File: src/rtl/wb_stage_pipe.sv
// Write-back stage: MEM/WB pipeline register fused with the result-source mux.
// Drives the register-file write port, raises a sticky halt when a faulting
// instruction reaches write-back, and counts retired instructions.
module wb_stage_pipe #(
    parameter int DW   = 16,
    parameter int NSRC = 4,
    parameter int SW   = $clog2(NSRC),
    parameter int RW   = 3,
    parameter int CW   = 16
) (
    input  logic               clk,
    input  logic               rst_n,
    input  logic               in_valid,
    input  logic               stall,
    input  logic               flush,
    input  logic [NSRC*DW-1:0] src_data,
    input  logic [SW-1:0]      src_sel,
    input  logic [RW-1:0]      in_rd,
    input  logic               in_we,
    input  logic               in_ferr,
    input  logic               in_merr,
    output logic               wb_valid,
    output logic [DW-1:0]      wb_data,
    output logic [RW-1:0]      wb_rd,
    output logic               wb_we,
    output logic               wb_err,
    output logic               halted,
    output logic [CW-1:0]      retired
);

    // One extra bit so NSRC itself is representable when NSRC is a power of two.
    localparam logic [SW:0]   NSRC_W  = NSRC[SW:0];
    localparam logic [CW-1:0] RET_MAX = {CW{1'b1}};

    logic [DW-1:0] src_arr [NSRC];

    genvar gi;
    generate
        for (gi = 0; gi < NSRC; gi++) begin : g_src
            assign src_arr[gi] = src_data[gi*DW +: DW];
        end
    endgenerate

    logic          valid_q,   valid_d;
    logic [DW-1:0] data_q,    data_d;
    logic [RW-1:0] rd_q,      rd_d;
    logic          we_q,      we_d;
    logic          err_q,     err_d;
    logic          halted_q,  halted_d;
    logic [CW-1:0] retired_q, retired_d;

    logic          sel_ok;
    logic [DW-1:0] sel_data;
    logic          cap;
    logic          leaving;

    // Source mux; an out-of-range select yields zero and is flagged as a fault.
    always_comb begin
        sel_ok   = ({1'b0, src_sel} < NSRC_W);
        sel_data = '0;
        for (int k = 0; k < NSRC; k++) begin
            if (src_sel == SW'(k)) begin
                sel_data = src_arr[k];
            end
        end
        if (!sel_ok) begin
            sel_data = '0;
        end
    end

    // Next-state: flush beats stall, stall beats capture, otherwise a bubble.
    always_comb begin
        cap       = in_valid & ~stall & ~flush & ~halted_q;
        leaving   = valid_q & ~err_q & ~stall & ~flush;
        valid_d   = valid_q;
        data_d    = data_q;
        rd_d      = rd_q;
        we_d      = we_q;
        err_d     = err_q;
        halted_d  = halted_q | (valid_q & err_q & ~flush);
        retired_d = retired_q;

        if (flush) begin
            valid_d = 1'b0;
            err_d   = 1'b0;
        end else if (stall) begin
            valid_d = valid_q;
        end else if (cap) begin
            valid_d = 1'b1;
            data_d  = sel_data;
            rd_d    = in_rd;
            we_d    = in_we;
            err_d   = in_ferr | in_merr | ~sel_ok;
        end else begin
            valid_d = 1'b0;
            err_d   = 1'b0;
        end

        if (leaving && (retired_q != RET_MAX)) begin
            retired_d = retired_q + 1'b1;
        end
    end

    // Stage registers with asynchronous clear.
    always_ff @(posedge clk or negedge rst_n) begin
        if (!rst_n) begin
            valid_q   <= 1'b0;
            data_q    <= '0;
            rd_q      <= '0;
            we_q      <= 1'b0;
            err_q     <= 1'b0;
            halted_q  <= 1'b0;
            retired_q <= '0;
        end else begin
            valid_q   <= valid_d;
            data_q    <= data_d;
            rd_q      <= rd_d;
            we_q      <= we_d;
            err_q     <= err_d;
            halted_q  <= halted_d;
            retired_q <= retired_d;
        end
    end

    assign wb_valid = valid_q;
    assign wb_data  = data_q;
    assign wb_rd    = rd_q;
    assign wb_we    = valid_q & we_q & ~err_q;
    assign wb_err   = err_q;
    assign halted   = halted_q;
    assign retired  = retired_q;

endmodule

File: config.mk
export PLATFORM = sky130hd
export DESIGN_NAME = wb_stage_pipe
export DESIGN_NICKNAME = d
export VERILOG_FILES = /design/src/rtl/wb_stage_pipe.sv
export SDC_FILE = /design/constraint.sdc
export NUM_CORES = 1
export LEC_CHECK = 0
export ABC_AREA = 1
export ABC_CLOCK_PERIOD_IN_PS = 3700
export BUFFER_PORTS_ARGS = -buffer_cell sky130_fd_sc_hd__buf_2
export CAP_MARGIN = 20
export CELL_PAD_IN_SITES_DETAIL_PLACEMENT = 1
export CELL_PAD_IN_SITES_GLOBAL_PLACEMENT = 2
export CORE_MARGIN = 2
export CORE_UTILIZATION = 25
export DETAILED_ROUTE_END_ITERATION = 12
export GPL_TIMING_DRIVEN = 0
export PLACE_DENSITY_LB_ADDON = 0.1
export SYNTH_ARGS = -nofsm -noshare
export SYNTH_HDL_FRONTEND = slang
export SYNTH_SLANG_ARGS = --single-unit
File: constraint.sdc
create_clock -name clk -period 3.7 [get_ports clk]
set_clock_uncertainty 0.1 [all_clocks]
set_input_delay 0.74 -clock clk [delete_from_list [all_inputs] [get_ports clk]]
set_output_delay 0.74 -clock clk [all_outputs]
set_load 0.02 [all_outputs]
==> flow_metrics.tcl <==
set metrics [dict create \
    yosys_warnings 0 \
    core_um2 8810 \
    hpwl_um 6010 \
    grt_max_degree 40 \
    clock_latency_ns 0.30 \
    nNetsFinal 521 \
    fmax_ghz 0.539 \
    htreeDepth 2 \
    irDropWorstVdd_mv 0.131 \
    final_hold_viol_count 0 \
    holdPathStages 2 \
    cap_viol_max_count 0 \
    drtAntennaViolNets 0 \
    wire_per_inst_um 13.3 \
    cts_resized 0 \
    path_clk_slew_ns 0.08 \
    period_share_pct 50.1 \
    final_common_cell "nand2_1" \
    drc_errors 0 \
    vias 2430 \
    num-fill-cells 1162 \
    clockBufferDepth 2 \
    vias_per_cell 4.40 \
    drive_gt1_share_pct 33.6 \
    first_pass_iters 4 \
    first_global_vias 2591 \
    dp_cells 544 \
    holdBufCountCts 0 \
    synthesis.nets 399 \
    min_from "wb_rd[1]" \
    start_kind "register" \
    die_w_um 99.8 \
    numCtsBuffers 5 \
    final_cells 552 \
    final_cell_mix "nand2_1, buf_2, dfrtp_1" \
    grt_usage_pct 15.4 \
    ys_types 23 \
    io_pins 116 \
    hold_end "wb_rd[1]" \
    avgSynthCellArea_um2 7.14 \
    reg2reg_depth 9 \
    dieArea_um2 9950 \
    area_delta_synth_final_pct 35.1 \
    tns_ns 0 \
    dr.first_iter.drc_count 29 \
    numClockSinks 39 \
    cp.arrival_ns 1.01 \
    rows 34 \
    diodes 0 \
    cts_tree "built" \
    total_power_mw 1.42 \
    post_cts_buffers 0 \
    period_needed_ns 1.85 \
    numPortBuffers 115 \
    power_density_nw_per_um2 458 \
    synthesis.area_um2 2290 \
    status "finished clean" \
    rsz0062_at_grt "no" \
    start_util_pct 26.0 \
    routabilityCongestion 0.736 \
    synthTopCellsByArea "dfrtp_1, nand2_1, nand3_1" \
    slew_violations 0 \
    syn-instance-count 321 \
    setup_viol 0 \
    seq_area_frac_synth_pct 42.6 \
    root_buffer "clkbuf_8" \
    p_leak_nw 1.67 \
    r2r-end "retired[9]" \
    synth_top_area_cell "dfrtp_1" \
    grt_pass1_wl_um 12300 \
    die_h_um 99.8 \
    tightest_slew_ns 0.890 \
    hp-class "reg2reg" \
    grt_antenna_before_repair 0 \
    synth_seq_cells 39 \
    reg2reg_from "retired[0]" \
    end_kind "primary output" \
    path_class "reg2out" \
    wirelength_um 7350 \
    cp_max_fo 5 \
    maxSlewHeadroom_pct 40.7 \
    overflow 0 \
    required_ns 2.86 \
    post-synth-top-area-fraction_pct 42.6 \
    rrSetupSlack_ns 1.88 \
]
## metrics by stage
stage	util, %	hold slack [ns]	setup WS (ns)	area [um2]
final	35.2	0.384	1.85	3100
after global routing	35.2	0.420	1.74	3100
after CTS	35.2	0.392	1.81	3100
after detailed placement	34.1	0.370	1.68	3000
after global placement	34.1	0.363	1.71	3000
after floorplan	-	0.344	2.01	2290
## kinds of logic after synthesis
group                    Yosys count  synth area share (%)
AO/OA/AOI/OAI                     43                  10.5
flip-flops                        39                  42.6
buffers and inverters             32                  6.71
AND/OR/NAND/NOR                  198                  36.6
XOR/XNOR                           8                  3.06
adder cells (fa/ha/maj)            1                 0.546
## worst max path at each step
| stage | from | cells after the start | to |
|---|---|---|---|
| after global routing | wb_valid | 3 | wb_we |
| final | wb_valid | 3 | wb_we |
| after detailed placement | flush | 9 | retired[9] |
| after global placement | flush | 9 | retired[11] |
| after floorplan | flush | 8 | retired[11] |
| after CTS | wb_valid | 3 | wb_we |
## layout make-up
cell class                 count  area [um2]  share of cell area, %
timing repair buffer         115         576                   18.6
inverter                      22        82.6                   2.67
tap                          108         135                   4.36
multi-input combinational    250        1160                   37.5
sequential                    39         976                   31.5
buffer                        10        71.3                   2.30
clock buffer                   5        68.8                   2.22
clock inverter                 3        25.0                  0.808
## cells in the mapped netlist (all sizes together)
cell and count:
nand4 4, a21oi 16, nand3 34, buf 8, inv 22, nand2 135, ha 1, nor2 25
a31o 1, xor2 7, dfrtp 39, o21ai 26, clkbuf 2, xnor2 1
## critical path, cell delays in order (launching register included)
cell     delay (ns)
dfrtp_1        0.41
nand2_1        0.06
nor2_1         0.08
buf_2          0.17
## state kept, by name, indices dropped and copies added (netlist names)
name and cells:
wb_valid 1, wb_rd 3, retired 16, we_q 1, halted 1, wb_data 16, wb_err 1
## per-layer routing
| layer | global-route usage [%] | share of wire, % | vias to the layer above |
|---|---|---|---|
| li1 | - | - | 1265 |
| met1 | 18.4 | 44 | 1079 |
| met2 | 26.8 | 47 | 79 |
| met3 | 4.43 | 7.0 | 7 |
| met4 | 4.43 | 1.2 | 0 |
| met5 | 0 | 0 | - |
## where the power goes
group          switching (mW)  internal, mW  total (mW)
clock                   0.165         0.135       0.300
sequential             0.0874         0.520       0.608
combinational           0.317         0.192       0.509
No activity file was read; power rests on OpenSTA's default activity.
